File: src/rtl/muldiv_seq_if.sv
// Handshake and result bus for the sequential multiply/divide unit.
// master drives requests; slave (the unit) returns status and results.
interface muldiv_seq_if #(
   parameter int WORD = 8
);
   logic            start;
   logic            op;        // 0 = multiply, 1 = divide
   logic            sign;      // 1 = two's-complement operands
   logic [WORD-1:0] a;
   logic [WORD-1:0] b;
   logic            busy;
   logic            done;
   logic [WORD-1:0] r;
   logic [WORD-1:0] r_high;
   logic            div_zero;

   modport master (
      output start, op, sign, a, b,
      input  busy, done, r, r_high, div_zero
   );

   modport slave (
      input  start, op, sign, a, b,
      output busy, done, r, r_high, div_zero
   );
endinterface

File: src/rtl/muldiv_seq.sv
// Sequential multiply / divide unit.
// Multiply: radix-2 shift-add on operand magnitudes, WORD steps.
// Divide: restoring shift-subtract on operand magnitudes, WORD steps.
// Signs are stripped on capture and re-applied when the result is registered,
// so the datapath itself is purely unsigned.
// Timeline for a start sampled at edge E0: CALC steps on edges E0+1..E0+WORD,
// the counter sits at zero for one cycle, and DONE is entered on E0+WORD+1
// with r/r_high/div_zero/done all registered on that same edge.
module muldiv_seq #(
   parameter int WORD = 8
) (
   input  logic        clk,
   input  logic        rst_n,
   muldiv_seq_if.slave bus
);

   localparam int CW = $clog2(WORD + 1);

   typedef enum logic [1:0] {
      IDLE = 2'd0,
      CALC = 2'd1,
      DONE = 2'd2
   } state_t;

   state_t          state;
   logic [CW-1:0]   cnt;

   // captured request
   logic            op_q;
   logic            bz_q;      // divisor was zero
   logic            neg_ab;    // product / quotient is negative
   logic            neg_a;     // remainder takes sign of dividend
   logic [WORD-1:0] a_q;       // raw dividend, returned on divide-by-zero
   logic [WORD-1:0] mb_q;      // |b|

   // working registers: hi = partial product high / partial remainder,
   // lo = multiplier being shifted out / dividend shifted into quotient
   logic [WORD-1:0] hi;
   logic [WORD-1:0] lo;

   // registered outputs
   logic            busy_q;
   logic            done_q;
   logic [WORD-1:0] r_q;
   logic [WORD-1:0] rh_q;
   logic            dz_q;

   // operand magnitudes; the most-negative value maps to 2^(WORD-1),
   // which still fits as an unsigned WORD-bit magnitude
   logic [WORD-1:0] ma;
   logic [WORD-1:0] mb;

   // one iteration step
   logic [WORD:0]   sum;
   logic [WORD:0]   sh;
   logic [WORD:0]   diff;
   logic [WORD-1:0] hi_n;
   logic [WORD-1:0] lo_n;

   // sign-corrected final values
   logic [2*WORD-1:0] prod;
   logic [2*WORD-1:0] prod_s;
   logic [WORD-1:0]   quo_s;
   logic [WORD-1:0]   rem_s;
   logic [WORD-1:0]   fin_r;
   logic [WORD-1:0]   fin_rh;
   logic              fin_dz;

   assign ma = (bus.sign && bus.a[WORD-1]) ? -bus.a : bus.a;
   assign mb = (bus.sign && bus.b[WORD-1]) ? -bus.b : bus.b;

   // Next value of the working registers for one multiply or divide step.
   always_comb begin
      sum  = {1'b0, hi} + (lo[0] ? {1'b0, mb_q} : '0);
      sh   = {hi, lo[WORD-1]};
      diff = sh - {1'b0, mb_q};
      hi_n = hi;
      lo_n = lo;
      if (!op_q) begin
         // add-if-lsb, then shift the {carry,hi,lo} chain right
         hi_n = sum[WORD:1];
         lo_n = {sum[0], lo[WORD-1:1]};
      end else if (!diff[WORD]) begin
         // trial subtract fits: keep difference, quotient bit 1
         hi_n = diff[WORD-1:0];
         lo_n = {lo[WORD-2:0], 1'b1};
      end else begin
         // borrow: restore the shifted remainder, quotient bit 0
         hi_n = sh[WORD-1:0];
         lo_n = {lo[WORD-2:0], 1'b0};
      end
   end

   // Re-apply signs to the unsigned result and pick the result words.
   // Most-negative / -1 needs no special case: magnitude quotient is
   // 2^(WORD-1), positive sign, which truncates back to the dividend.
   always_comb begin
      prod   = {hi, lo};
      prod_s = neg_ab ? -prod : prod;
      quo_s  = neg_ab ? -lo : lo;
      rem_s  = neg_a ? -hi : hi;
      fin_r  = prod_s[WORD-1:0];
      fin_rh = prod_s[2*WORD-1:WORD];
      fin_dz = 1'b0;
      if (op_q) begin
         if (bz_q) begin
            fin_r  = '1;
            fin_rh = a_q;
            fin_dz = 1'b1;
         end else begin
            fin_r  = quo_s;
            fin_rh = rem_s;
         end
      end
   end

   // Control FSM with registered status/results; datapath iterates in CALC.
   always_ff @(posedge clk or negedge rst_n) begin
      if (!rst_n) begin
         state  <= IDLE;
         cnt    <= '0;
         op_q   <= 1'b0;
         bz_q   <= 1'b0;
         neg_ab <= 1'b0;
         neg_a  <= 1'b0;
         a_q    <= '0;
         mb_q   <= '0;
         hi     <= '0;
         lo     <= '0;
         busy_q <= 1'b0;
         done_q <= 1'b0;
         r_q    <= '0;
         rh_q   <= '0;
         dz_q   <= 1'b0;
      end else begin
         done_q <= 1'b0;
         case (state)
            IDLE, DONE: begin
               if (bus.start) begin
                  op_q   <= bus.op;
                  bz_q   <= (bus.b == '0);
                  neg_ab <= bus.sign & (bus.a[WORD-1] ^ bus.b[WORD-1]);
                  neg_a  <= bus.sign & bus.a[WORD-1];
                  a_q    <= bus.a;
                  mb_q   <= mb;
                  hi     <= '0;
                  lo     <= ma;
                  cnt    <= CW'(WORD);
                  busy_q <= 1'b1;
                  state  <= CALC;
               end else begin
                  state  <= IDLE;
               end
            end
            CALC: begin
               // start is not looked at here, so requests while busy are dropped
               if (cnt != '0) begin
                  hi  <= hi_n;
                  lo  <= lo_n;
                  cnt <= cnt - CW'(1);
               end else begin
                  r_q    <= fin_r;
                  rh_q   <= fin_rh;
                  dz_q   <= fin_dz;
                  done_q <= 1'b1;
                  busy_q <= 1'b0;
                  state  <= DONE;
               end
            end
            default: begin
               busy_q <= 1'b0;
               state  <= IDLE;
            end
         endcase
      end
   end

   assign bus.busy     = busy_q;
   assign bus.done     = done_q;
   assign bus.r        = r_q;
   assign bus.r_high   = rh_q;
   assign bus.div_zero = dz_q;

endmodule

File: src/flat_wrapper.sv
// flat-port wrapper written by rule: the top's interface ports become plain ports
module muldiv_seq_flat 
#(
   parameter int WORD = 8
)
  (clk, rst_n, bus_start, bus_op, bus_sign, bus_a, bus_b, bus_busy, bus_done, bus_r, bus_r_high, bus_div_zero);
  muldiv_seq_if #(.WORD(WORD)) bus_i ();
  input  logic clk;
  input  logic rst_n;
  input wire logic [$bits(bus_i.start)-1:0] bus_start;
  input wire logic [$bits(bus_i.op)-1:0] bus_op;
  input wire logic [$bits(bus_i.sign)-1:0] bus_sign;
  input wire logic [$bits(bus_i.a)-1:0] bus_a;
  input wire logic [$bits(bus_i.b)-1:0] bus_b;
  output wire logic [$bits(bus_i.busy)-1:0] bus_busy;
  output wire logic [$bits(bus_i.done)-1:0] bus_done;
  output wire logic [$bits(bus_i.r)-1:0] bus_r;
  output wire logic [$bits(bus_i.r_high)-1:0] bus_r_high;
  output wire logic [$bits(bus_i.div_zero)-1:0] bus_div_zero;
  assign bus_i.start = bus_start;
  assign bus_i.op = bus_op;
  assign bus_i.sign = bus_sign;
  assign bus_i.a = bus_a;
  assign bus_i.b = bus_b;
  assign bus_busy = bus_i.busy;
  assign bus_done = bus_i.done;
  assign bus_r = bus_i.r;
  assign bus_r_high = bus_i.r_high;
  assign bus_div_zero = bus_i.div_zero;
  muldiv_seq #(.WORD(WORD)) u_core (.clk(clk), .rst_n(rst_n), .bus(bus_i));
endmodule
File: config.mk
export PLATFORM = sky130hd
export DESIGN_NAME = muldiv_seq_flat
export DESIGN_NICKNAME = d
export VERILOG_FILES = /design/src/rtl/muldiv_seq_if.sv /design/src/rtl/muldiv_seq.sv /design/src/flat_wrapper.sv
export SDC_FILE = /design/constraint.sdc
export NUM_CORES = 1
export LEC_CHECK = 0
export BUFFER_PORTS_ARGS = -buffer_cell sky130_fd_sc_hd__buf_4
export CAP_MARGIN = 10
export CORE_MARGIN = 5
export CORE_UTILIZATION = 55
export CTS_CLUSTER_DIAMETER = 150
export CTS_CLUSTER_SIZE = 12
export DETAILED_ROUTE_END_ITERATION = 6
export GPL_TIMING_DRIVEN = 0
export PLACE_DENSITY = 0.76
export SLEW_MARGIN = 30
export SYNTH_ARGS = -nofsm -noshare
export SYNTH_HDL_FRONTEND = slang
export SYNTH_SLANG_ARGS = --single-unit
File: constraint.sdc
create_clock -name clk -period 2.63 [get_ports clk]
set_input_delay 0 -clock clk [delete_from_list [all_inputs] [get_ports clk]]
set_output_delay 0 -clock clk [all_outputs]
set_load 0.02 [all_outputs]
==> flow_summary.ini <==
[sta]
finalHoldViolations = 0
period_share = 0.969
fin_skew_ps = 9.78
maxSlewHeadroom = 0.482
grt_setup_unrepaired = no
setup_ws_ps = 80.3
worst_pin_slew_ps = 778
finalSetupViolations = 0
drv_slew = 0
fin_crit_ps = 2550
tns_ps = 0
max_freq_ghz = 0.392

[setup_path]
worstPathCellList = inv_1, fa_2, nor2b_1, o31a_1, o21ai_4, and4b_1, a2111oi_2, o21ai_0
critPathArrivalTime_ps = 2760
crit_path_max_fanout = 9
cp_num_buf_inv = 1
slowest_stage = dfrtp_1
cp_slowest_stage_delay_ps = 540
startpoint_type = flop
cp-startpoint = u_core.hi[0]
end_kind = flop
cp-endpoint = u_core.hi[1]
r2r_cells = 8
crit_family = compound AO/OA/AOI/OAI gates
crit_type = flop to flop
r2r-start = u_core.hi[0]
path_depth = 8
crit_required_ps = 2840
rrSetupSlack_ps = 80
worstReg2RegEnd = u_core.hi[1]

[global_route]
grt_pass1_wl_um = 18400
antenna_found_initial = 0
grt_pass1_vias = 3831
grt_max_degree = 62
grt_use_total = 0.238
gr-total-overflow = 0

[synth]
synth_mux_area_frac = 0.0641
synth_cells = 498
synth-compound-area-share = 0.175
syn_area_per_cell_um2 = 8.46
synth_area_mm2 = 0.00422
synth_edf_count = 0
synthAdderAreaFrac = 0.0748
netlist_top_cells_area = dfrtp_1 (36%), ha_1 (6.5%), nand2_1 (6.4%), o21ai_0 (5.8%), xnor2_1 (4.8%)
synthSimpleGateAreaFrac = 0.187
synth_warnings = 0
yosys.cell_types.count = 58
ys.flop_type = dfrtp_1
synth_top_area_frac = 0.362
synth_async_sr_flop_share = 1.00
synth-seq-area-share = 0.362
synth_top_family_by_area = simple AND/OR/NAND/NOR gates
yosys.area.top_type = dfrtp_1
syn_nets = 543
ys_ff_latch = 61
synth_xor_area_frac = 0.0849

[floorplanning]
num_rows = 32
initial_core_util = 0.554
die_area_mm2 = 0.00952
core_mm2 = 0.00761
pin_count = 40
die_w_um = 97.5
die_h_um = 97.5

[drt]
wire_per_inst_um = 16.6
vias_per_cell = 5.79
wl_um = 11300
ant_nets = 0
firstDrtPassIters = 5
drtIter0Drc = 288
drc = 0
vias = 3934

[pwr]
p_per_area_mw_per_mm2 = 1420
p_total_mw = 7.26
vdd_drop_max_v = 0.000675
leakage_nw = 2.34

[layout]
syn_to_final_growth_pct = 21.4
drive_gt1_frac = 0.152
design_area_mm2 = 0.00512
layout_commonest_cell = nand2_1
antennaDiodeCount = 0
finalNonFillerCells = 680
final_cell_mix = nand2_1 (72), dfrtp_1 (61), o21ai_0 (49), buf_4 (46), nor2_1 (44)
fin_nets = 619

[clock_network]
ctsLongestPathBuffers = 2
clock-sinks = 61
numCtsBuffers = 9
clk_latency_ps = 350
path_clk_slew_ps = 70
htree_levels = 3
root_buffer = clkbuf_8
tritoncts = done

[placement]
hpwlAfterDp_um = 8050
port_buffers = 37
post-place-ws_ps = -221
place_area_mm2 = 0.00462
dp.cells = 637
gp_routability_congestion = 0.919

[worst_hold_path]
holdCritStartpoint = bus_a[1]
hold_depth = 3
hold_path.class = input port to flop

[run]
drv_cap = 0

[run_status]
outcome = finished, final reports clean
## sequential cells by signal, indices dropped and copies added, names as in the netlist, 2 cells and up
name / flops
u_core.bus.r_high: 8
u_core.cnt: 4
u_core.state: 2
u_core.bus.r: 8
u_core.lo: 8
u_core.a_q: 8
u_core.mb_q: 8
u_core.hi: 8
## worst min-delay path by stage
stage	end	slack [ps]
CTS	u_core.a_q[1]	20
global route	u_core.a_q[1]	70
global placement	u_core.bus.div_zero	120
floorplan	u_core.a_q[0]	-300
finish	u_core.a_q[1]	30
detailed placement	u_core.bus.done	130
## synth_stat cells, types with 3 or more instances
| library cell | count |
|---|---|
| o211ai_1 | 4 |
| a21o_1 | 3 |
| buf_2 | 3 |
| o31ai_1 | 5 |
| ha_1 | 22 |
| mux2_2 | 8 |
| or3b_2 | 3 |
| inv_1 | 27 |
| xor2_1 | 16 |
| a22oi_1 | 6 |
| dfrtp_1 | 61 |
| o21ai_0 | 49 |
| nor3_1 | 11 |
| clkbuf_1 | 19 |
| nand2b_1 | 6 |
| nor2b_1 | 6 |
| or3_1 | 3 |
| mux2i_1 | 18 |
| and2_1 | 3 |
| nand3_1 | 16 |
| nand2_1 | 72 |
| xnor2_1 | 23 |
| nor2_1 | 44 |
| a21oi_1 | 24 |
## routing by layer
layer / vias up / track usage / share of wire / wire length [um]
li1: 1882 / - / - / -
met1: 1870 / 0.321 / 0.44 / 4980
met2: 168 / 0.394 / 0.48 / 5470
met3: 14 / 0.0416 / 0.061 / 694
met4: 0 / 0.0639 / 0.013 / 148
met5: - / 0 / 0 / 0
## kinds of logic (layout without fill, tap and decap cells)
kind of cell	after synthesis	after routing
multiplexers	26	26
AO/OA/AOI/OAI	119	119
flip-flops	61	61
buffers and inverters	54	134
AND/OR/NAND/NOR	174	174
adder cells (fa/ha/maj)	24	24
XOR/XNOR	40	40
## tightest hold or removal path, cell delays in order
cell and delay [ps]:
buf_4 130, inv_1 90, o21ai_0 100
## metrics by stage
stage,hold slack [ps],util
floorplan,-296,-
global placement,116,0.607
detailed placement,130,0.607
CTS,24.4,0.662
global route,65.9,0.673
finish,33.2,0.673
## report_power, final
part	total (mW)	internal (mW)	switching [mW]	leakage, nW
registers	1.79	1.38	0.407	0.751
clock network	0.855	0.480	0.375	0.101
logic	4.62	2.05	2.57	1.49
## layout make-up
cell class | instances | area (um^2)
inverters | 28 | 109
well taps | 102 | 128
repair buffers | 65 | 546
flip-flops and latches | 61 | 1530
fillers | 612 | 2490
plain buffers | 26 | 113
clock inverters | 4 | 47.5
multi-input cells | 383 | 2500
clock buffers | 11 | 151
## repair_timing
| item | 4_1_cts | 5_1_grt |
|---|---|---|
| buffers inserted | 1 | 9 |
| pin swaps | 1 | 2 |
| endpoints found under the hold margin | 78 | 0 |
| gates resized for setup | 5 | 2 |
| setup endpoints to repair | 9 | 10 |
| hold buffers | 18 | 0 |
No activity file was read; power rests on OpenSTA's default activity.
